### config.mk
export PLATFORM = sky130hd
export DESIGN_NAME = sd_sacq_seq_ctrl
export DESIGN_NICKNAME = d
export VERILOG_FILES = /design/src/rtl/sd_sacq_seq_ctrl.sv
export SDC_FILE = /design/constraint.sdc
export NUM_CORES = 1
export LEC_CHECK = 0
export ABC_AREA = 1
export BUFFER_PORTS_ARGS = -buffer_cell sky130_fd_sc_hd__buf_2
export CORE_ASPECT_RATIO = 1.5
export CORE_UTILIZATION = 50
export DETAILED_ROUTE_END_ITERATION = 7
export MAX_ROUTING_LAYER = met4
export PLACE_DENSITY = 0.67
export REMOVE_ABC_BUFFERS = 1
export SETUP_SLACK_MARGIN = 0.2
export SLEW_MARGIN = 10
export SYNTH_ARGS = -nofsm -noshare
export SYNTH_HDL_FRONTEND = slang
export SYNTH_SLANG_ARGS = --single-unit
### constraint.sdc
create_clock -name clk_sys -period 6.8 [get_ports clk_sys]
set_clock_uncertainty 0.2 [all_clocks]
set_input_delay 0.68 -clock clk_sys [delete_from_list [all_inputs] [get_ports clk_sys]]
set_output_delay 0.68 -clock clk_sys [all_outputs]
set_load 0.1 [all_outputs]
### src/rtl/sd_sacq_seq_ctrl.sv
// Sequencer for the sd_sacq time-point coder: holds a shadow bank of host-written
// coder words, replays it on start, then steps the acquisition count per repetition.
module sd_sacq_seq_ctrl #(
  parameter int CNT_W    = 22,
  parameter int REP_W    = 16,
  parameter int NUM_LOAD = 11
) (
  input  logic             clk_sys,
  input  logic             rst_n,
  input  logic             host_we,
  input  logic [3:0]       host_addr,
  input  logic [15:0]      host_data,
  input  logic             start,
  input  logic             abort,
  output logic             sd_sacq_load,
  output logic [3:0]       sd_sacq_choice,
  output logic [15:0]      sd_sacq_data,
  output logic [CNT_W-1:0] count,
  output logic             state_start,
  output logic             busy,
  output logic             done,
  output logic [REP_W-1:0] rep_idx
);

  typedef enum logic [1:0] {IDLE, LOAD, RUN, DONE} state_t;

  localparam logic [3:0] LAST_K      = 4'(NUM_LOAD);
  localparam logic [3:0] ADDR_PER_LO = 4'(NUM_LOAD + 1);
  localparam logic [3:0] ADDR_PER_HI = 4'(NUM_LOAD + 2);
  localparam logic [3:0] ADDR_REP    = 4'(NUM_LOAD + 3);

  state_t           state;
  logic [15:0]      shadow [1:NUM_LOAD];
  logic [CNT_W-1:0] period;
  logic [REP_W-1:0] rep_num;

  logic             host_ok;
  logic [15:0]      first_word;
  logic [3:0]       next_k;
  logic [CNT_W-1:0] peff_m1;
  logic [REP_W-1:0] rep_last;

  assign host_ok = host_we && !busy;
  // A write to word 1 in the start cycle must reach the coder on the first replay beat.
  assign first_word = (host_ok && host_addr == 4'd1) ? host_data : shadow[1];
  assign next_k     = sd_sacq_choice + 4'd1;
  assign peff_m1    = (period == '0) ? '0 : period - CNT_W'(1);
  assign rep_last   = rep_num - REP_W'(1);

  always_ff @(posedge clk_sys) begin
    if (!rst_n) begin
      for (int i = 1; i <= NUM_LOAD; i++) shadow[i] <= '0;
      period  <= '0;
      rep_num <= '0;
    end else if (host_ok) begin
      if (host_addr >= 4'd1 && host_addr <= LAST_K)
        shadow[host_addr] <= host_data;
      else if (host_addr == ADDR_PER_LO)
        period[15:0] <= host_data;
      else if (host_addr == ADDR_PER_HI)
        period[CNT_W-1:16] <= host_data[CNT_W-17:0];
      else if (host_addr == ADDR_REP)
        rep_num <= host_data[REP_W-1:0];
    end
  end

  always_ff @(posedge clk_sys) begin
    if (!rst_n || abort) begin
      state          <= IDLE;
      sd_sacq_load   <= 1'b0;
      sd_sacq_choice <= '0;
      sd_sacq_data   <= '0;
      count          <= '0;
      state_start    <= 1'b0;
      busy           <= 1'b0;
      done           <= 1'b0;
      rep_idx        <= '0;
    end else begin
      done        <= 1'b0;
      state_start <= 1'b0;
      case (state)
        IDLE: begin
          if (start) begin
            state          <= LOAD;
            busy           <= 1'b1;
            sd_sacq_load   <= 1'b1;
            sd_sacq_choice <= 4'd1;
            sd_sacq_data   <= first_word;
          end
        end
        LOAD: begin
          if (sd_sacq_choice == LAST_K) begin
            sd_sacq_load   <= 1'b0;
            sd_sacq_choice <= '0;
            sd_sacq_data   <= '0;
            count          <= '0;
            rep_idx        <= '0;
            if (rep_num == '0) begin
              state <= DONE;
              done  <= 1'b1;
            end else begin
              state       <= RUN;
              state_start <= 1'b1;
            end
          end else begin
            sd_sacq_choice <= next_k;
            sd_sacq_data   <= shadow[next_k];
          end
        end
        RUN: begin
          if (count == peff_m1) begin
            count <= '0;
            if (rep_idx == rep_last) begin
              state <= DONE;
              done  <= 1'b1;
            end else begin
              rep_idx     <= rep_idx + REP_W'(1);
              state_start <= 1'b1;
            end
          end else begin
            count <= count + CNT_W'(1);
          end
        end
        DONE: begin
          state <= IDLE;
          busy  <= 1'b0;
        end
        default: state <= IDLE;
      endcase
    end
  end

endmodule
==> impl_metrics.py, run 1 <==
metrics = {
    "status": {
        "status": "finished, final reports clean",
    },
    "detailed_routing": {
        "route.final.wire_length_mm": 53.87,
        "route.antenna.remaining_nets": 0,
        "vias": 15600,
        "avgViaCountPerCell": 5.704,
        "initialDrtViolationCount": 1574,
        "route.detailed.wl_per_inst_um": 19.70,
        "route.detailed.drc": 0,
        "detail_route.first_pass.iterations": 8,
    },
    "floorplanning": {
        "floorplan.die.height_um": 234.5,
        "initial_cell_density_of_the_core_pct": 51.03,
        "num_io_pins": 87,
        "die_area_um2": 36820,
        "core_um2": 35310,
        "die_width_um": 157.0,
        "std_cell_rows": 84,
    },
    "cts": {
        "clkSlewWorstSetupHoldPaths_ps": 60,
        "insertion_delay_ps": 530,
        "cts.repair_timing.setup_buffer_count": 0,
        "cts_htree_levels": 2,
        "tritoncts_clock_tree": "yes",
        "post_cts_resized": 0,
        "cts_inserted_buffers": 35,
        "holdBufCountCts": 0,
        "ctsRootBufferMaster": "clkbuf_16",
        "clockBufferDepth": 3,
        "tritoncts_num_sinks": 358,
    },
    "yosys": {
        "syn_area_um2": 18020,
        "syn_area_per_cell_um2": 8.417,
        "dominantRegCellSynth": "edfxtp_1",
        "synthDistinctLibCells": 47,
        "synth.yosys.warnings": 0,
        "ys_async_sr_fraction_pct": 0,
        "syn-instance-count": 2141,
        "number_of_enable_flip_flop_cells_after_synthesis": 256,
        "ys_seq_area_share_pct": 53.99,
        "synth_area_leader_cell": "edfxtp_1",
        "yosysTopAreaCellShare_pct": 42.66,
        "synth_area_leaders": "edfxtp_1, dfxtp_1, nor2_1, nand2_1, o21ai_0",
        "synth-seq-cells": 358,
    },
    "setup_path": {
        "critPathKind": "flop to flop",
        "worst-endpoint-arrival_ps": 3700,
        "critical_path.endpoint_type": "flop",
        "cpMostUsedCell": "nand2_1",
        "slowest_stage": "nand3_4",
        "crit_chain": "inv_1 > ha_1 > nand2_2 > nor2_4 > nand3_4 > nand3b_1 > nand2_1 > nor2_1 > nand3_1 > nor2_1 > nand2_1 > o21bai_1 > nand3_2 > nand2_1 > a21oi_1",
        "timing.critical_path.fanout_max": 44,
        "startpoint_type": "flop",
        "cp_slowest_stage_delay_ps": 450,
        "cp_data_required_time_ps": 6970,
        "r2r_slack_ps": 3270,
    },
    "min_path": {
        "min_path_type": "primary input to flop",
    },
    "finish": {
        "multi_input_gate_area_in_the_final_layout_um2": 7527,
        "area.sequential_um2": 9733,
        "fillerInstances": 3273,
        "postLayoutCoreUtil_pct": 57.24,
        "final_net_count": 2268,
        "mostFrequentLayoutCell": "nor2_1",
        "top_library_cells_by_usage_in_the_layout_fill_and_taps_aside": "nor2_1, nand2_1, edfxtp_1",
        "area.growth.synth_to_final_pct": 12.17,
        "final_layout_size_suffix_gt1_share_pct": 8.496,
    },
    "timing": {
        "finalMaxSlewViolations": 0,
        "finalSetupViolations": 0,
        "crit_path_time_final_ps": 3529,
        "setup_repair_after_global_routing_missed_its_margin": "false",
        "maxSlewHeadroom_pct": 23.80,
        "worst_tran_pin_value_ps": 1143,
        "report.final.hold_viol_count": 0,
        "timing.setup.tns_ps": 0,
        "fmax_mhz": 283.3,
        "finalCritPeriodShare_pct": 51.90,
        "final_critical_path_setup_slack_ps": 3271,
    },
    "power_and_ir_drop": {
        "vdd_ir_drop_max_mv": 0.2111,
        "p_leak_uw": 0.008112,
        "power_per_cell_area_nw_per_um2": 263.5,
    },
    "placed_design": {
        "gp_congestion": 0.9558,
        "place_hpwl_mm": 36.90,
        "dp_worst_setup_slack_ps": 3162,
        "portBuffers": 86,
    },
    "global_routing": {
        "globalRouteTotalUtil_pct": 30.70,
        "grt_first_pass_wirelength_mm": 82.76,
        "number_of_global_route_vias_before_repair": 14990,
        "grt_remaining_overflow": 0,
        "grt_start_max_net_pins": 86,
        "grt_antenna_before_repair": 2,
    },
    "flow_run": {
        "max-cap-violations": 0,
    },
}
per-layer routing:
metal / wire length (um) / GRT usage, % / vias to the layer above
li1: - / - / 7377
met3: 3871 / 4.271 / 185
met1: 19760 / 34.26 / 7361
met4: 3496 / 18.87 / 0
met5: 0 / - / -
met2: 26740 / 51.90 / 677
state kept, by name, indices dropped and copies added (netlist names):
name            flops
state_start         1
done                1
sd_sacq_choice      4
period             22
rep_num            16
busy                1
shadow            256
sd_sacq_load        1
state               2
count              22
rep_idx            16
sd_sacq_data       16
cells by family after synthesis:
family	after synthesis	synth area share, %
xor+xnor	33	1.604
other cells	1	0.02081
compound gates	417	12.81
flops	358	53.99
fa+ha+maj	9	0.6249
buf+inv	276	6.055
mux	17	0.9443
simple gates	1030	23.95
path summary, 6_finish.rpt:
kind | start | cells after the start | to
max reg2reg | period[0] | 15 | rep_idx[1]
min reg2reg | period[1] | 2 | period[1]
min | host_data[1] | 1 | shadow[13][1]
max | period[0] | 15 | rep_idx[1]
worst max-delay path, delay by kind of cell (launching register included):
family / cells / cell delay [ps]
fa+ha+maj: 1 / 250
compound gates: 2 / 270
flops: 1 / 300
simple gates: 11 / 2220
buf+inv: 1 / 110
stage by stage:
stage               std cells  total power [uW]  instance area (um2)  hold WS [ps]
floorplan                2099              3006                17810         247.3
global placement         2670              3218                18960         263.6
detailed placement       2670              3230                18960         287.0
CTS                      2733              5336                20210         214.7
global route             2735              5505                20210         223.3
finish                   2735              5326                20210         240.5
power breakdown:
group          switching (uW)  total, uW  internal, uW
Clock                     852       2130          1280
Combinational             534        722           188
Sequential               43.1       2470          2430
cell type report:
type | instances | area share [%]
flip-flops and latches | 358 | 48.15
clock buffers | 46 | 4.995
repair buffers | 98 | 2.575
inverters | 155 | 2.891
multi-input cells | 1586 | 37.24
well taps | 473 | 2.928
diodes | 2 | 0.02476
clock inverters | 17 | 1.195
synthesized netlist by cell type, types with 2 or more instances:
cell	count
a21oi_1	113
buf_1	5
nor4_1	4
nand3b_1	10
xor2_1	28
mux2i_1	17
buf_2	5
nor2_2	4
nand3_2	5
buf_4	3
inv_1	148
xnor2_1	5
o221ai_1	3
ha_1	9
inv_2	3
and2_1	4
o32ai_1	32
nand4_1	31
nor3b_1	2
nand2_1	335
nor3_1	14
a31oi_1	18
nand3_1	111
dfxtp_1	102
buf_6	5
nor2_1	489
o211ai_1	5
o21ai_0	209
nand2_2	10
nor2_4	4
edfxtp_1	256
clkbuf_1	103
o2111ai_1	2
clkinv_1	4
o22ai_1	31
(Power assumes the default switching activity.)
==> inputs of run 2 (changes only) <==
==> constraint.sdc (replaced) <==
create_clock -name clk_sys -period 3.5 [get_ports clk_sys]
set_clock_uncertainty 0.2 [all_clocks]
set_input_delay 0.35 -clock clk_sys [delete_from_list [all_inputs] [get_ports clk_sys]]
set_output_delay 0.35 -clock clk_sys [all_outputs]
set_load 0.1 [all_outputs]
==> run 2 against run 1 <==
Net effect:
- clock power rose by 89%
- utilization grew 1.3 points
- worst setup slack lost 2900 ps
- sequential share of layout area shrank 1.1 points
- critical path type unchanged
- highest routed layer unchanged
==> impl_metrics.py, run 2 (synthesis gave the netlist of run 1 again) <==
metrics = {
    "status": {
        "status": "finished, final reports clean",
    },
    "timing": {
        "crit_path_time_final_ps": 3092,
        "setup_repair_after_global_routing_missed_its_margin": "true",
        "finalSetupViolations": 0,
        "report.final.hold_viol_count": 0,
        "fmax_mhz": 323.5,
        "finalCritPeriodShare_pct": 88.33,
        "worst_tran_pin_value_ps": 984.9,
        "finalMaxSlewViolations": 0,
        "maxSlewHeadroom_pct": 34.18,
    },
    "min_path": {
        "min_delay_worst_endpoint": "state[1]",
        "hold_path_startpoint": "abort",
        "hold_depth": 5,
        "min_path_type": "primary input to flop",
    },
    "finish": {
        "area.sequential_um2": 9733,
        "reg_with_most_ffs": "shadow",
        "top_library_cells_by_usage_in_the_layout_fill_and_taps_aside": "nor2_1, nand2_1, edfxtp_1",
        "mostFrequentLayoutCell": "nor2_1",
        "final_net_count": 2318,
        "fillerInstances": 3209,
        "flip_flop_count_of_the_largest_register_after_layout": 256,
        "final_layout_size_suffix_gt1_share_pct": 9.740,
        "finish.instance_area_um2": 20680,
        "postLayoutCoreUtil_pct": 58.55,
        "multi_input_gate_area_in_the_final_layout_um2": 7590,
        "area.growth.synth_to_final_pct": 14.75,
        "reg.largest.list": "shadow x256, count x22, period x22",
    },
    "setup_path": {
        "timing.rr.end": "count[11]",
        "worst-endpoint-arrival_ps": 3260,
        "critical_path.endpoint_type": "flop",
        "rr_startpoint": "period[0]",
        "critPathKind": "flop to flop",
        "top_family_by_delay_on_critical_path": "simple AND/OR/NAND/NOR gates",
        "startpoint_type": "flop",
        "slowest_stage": "dfxtp_1",
        "crit_chain": "inv_1 > ha_2 > nand2_2 > nor2_4 > nand3_4 > buf_4 > nand2_2 > nand2_1 > nand2_2 > nand2_1 > nor2_1 > nand2_1 > nor2_4 > nand3_2 > nand2_4 > inv_2 > nand3b_1 > a21oi_1",
        "timing.critical_path.fanout_max": 16,
        "cp_data_required_time_ps": 3670,
        "critical_path_buf_inv_count": 3,
        "r2r_slack_ps": 410,
        "timing.reg2reg.worst_path_depth": 18,
        "cp_slowest_stage_delay_ps": 300,
    },
    "global_routing": {
        "grt_start_max_net_pins": 98,
        "number_of_global_route_vias_before_repair": 15040,
        "grt_remaining_overflow": 0,
        "grt_antenna_before_repair": 1,
        "globalRouteTotalUtil_pct": 30.57,
        "grt_first_pass_wirelength_mm": 82.52,
    },
    "cts": {
        "cts_inserted_buffers": 35,
        "clockBufferDepth": 3,
        "cts_htree_levels": 2,
        "ctsRootBufferMaster": "clkbuf_16",
        "insertion_delay_ps": 540,
        "clkSlewWorstSetupHoldPaths_ps": 60,
        "tritoncts_num_sinks": 358,
        "tritoncts_clock_tree": "yes",
    },
    "floorplanning": {
        "core_um2": 35310,
        "die_width_um": 157.0,
        "std_cell_rows": 84,
        "die_area_um2": 36820,
        "initial_cell_density_of_the_core_pct": 51.03,
        "num_io_pins": 87,
        "floorplan.die.height_um": 234.5,
    },
    "power_and_ir_drop": {
        "design_power_total_uw": 10320,
        "p_leak_uw": 0.008324,
        "pwr-share-seq_pct": 46.5,
        "combPwrFrac_pct": 14.5,
        "internal-power_uw": 7511,
        "p_sw_share_pct": 27.20,
        "power_per_cell_area_nw_per_um2": 499.0,
        "power_frac_clock_pct": 39.1,
        "vdd_ir_drop_max_mv": 0.4013,
        "netSwitchingPower_uw": 2807,
    },
    "placed_design": {
        "gp_congestion": 0.9472,
        "place_hpwl_mm": 36.61,
        "portBuffers": 86,
        "placedInstanceArea_um2": 19230,
    },
    "detailed_routing": {
        "detail_route.first_pass.iterations": 5,
        "route.final.wire_length_mm": 54.25,
        "route.antenna.remaining_nets": 0,
        "vias": 15690,
        "initialDrtViolationCount": 1252,
        "route.detailed.wl_per_inst_um": 19.49,
        "route.detailed.drc": 0,
        "avgViaCountPerCell": 5.635,
    },
    "flow_run": {
        "max-cap-violations": 0,
    },
}
run 2: cell count changes in the layout (fill, tap and decap cells not counted), sizes merged:
cell / previous run / this run
buf: 98 / 129
clkinv: 12 / 13
inv: 152 / 151
dlygate4sd3: 0 / 17
clkbuf: 46 / 45
diode: 2 / 1
nand3: 117 / 119
clkinvlp: 2 / 3
run 2: cell type report:
cell class                      instances  area share (%)
Tap cell                              473           2.862
Sequential cell                       358           47.07
Timing Repair Buffer                  146           4.647
Antenna cell                            1         0.01210
Inverter                              155           2.826
Multi-Input combinational cell       1588           36.71
Clock inverter                         18           1.313
Clock buffer                           45           4.563
run 2: worst min-delay path, cell delays in order:
cell	delay (ps)
buf_2	80
nor2_2	40
buf_4	180
nand2_1	80
nor2_1	30
run 2: how the worst max path moves through the flow:
stage | startpoint | endpoint | slack [ps] | cells past startpoint
2_1_floorplan | sd_sacq_choice[0] | sd_sacq_data[0] | -2500 | 7
3_3_place_gp | sd_sacq_choice[0] | rep_idx[11] | 360 | 8
3_5_place_dp | sd_sacq_choice[0] | rep_idx[6] | 300 | 8
4_1_cts | sd_sacq_choice[0] | rep_idx[6] | 270 | 8
5_1_grt | period[0] | rep_idx[6] | 180 | 18
6_report | period[0] | count[11] | 410 | 18
run 2: metrics by stage:
step                      TNS, ps  cells  hold WS [ps]  setup slack (ps)
final                           0   2784         97.34             408.4
after global placement          0   2701         268.8             360.0
after floorplan           -130810   2099         247.3             -2503
after global routing            0   2784         89.75             182.4
after CTS                       0   2781         76.13             273.7
after detailed placement        0   2701         278.2             297.6
run 2: per-layer routing:
layer	vias to the layer above	wire, um	track usage, %
met5	-	0	-
met2	578	28160	53.60
met3	145	2840	3.387
li1	7470	-	-
met4	0	3034	17.37
met1	7496	20220	33.60
run 2: power by group through the flow:
stage	clock network (uW)	logic (uW)	registers, uW
2_1_floorplan	0	872	4970
3_3_place_gp	0	1420	4880
3_5_place_dp	0	1430	4880
4_1_cts	4070	1450	4790
5_1_grt	4230	1630	4810
6_report	4030	1490	4790
run 2: repair_timing:
action / 4_1_cts / 5_1_grt
hold endpoints to repair: 80 / 0
buffers inserted: 0 / 0
endpoints found under the setup margin: 0 / 32
gates resized for setup: 0 / 8
hold buffers: 17 / 0
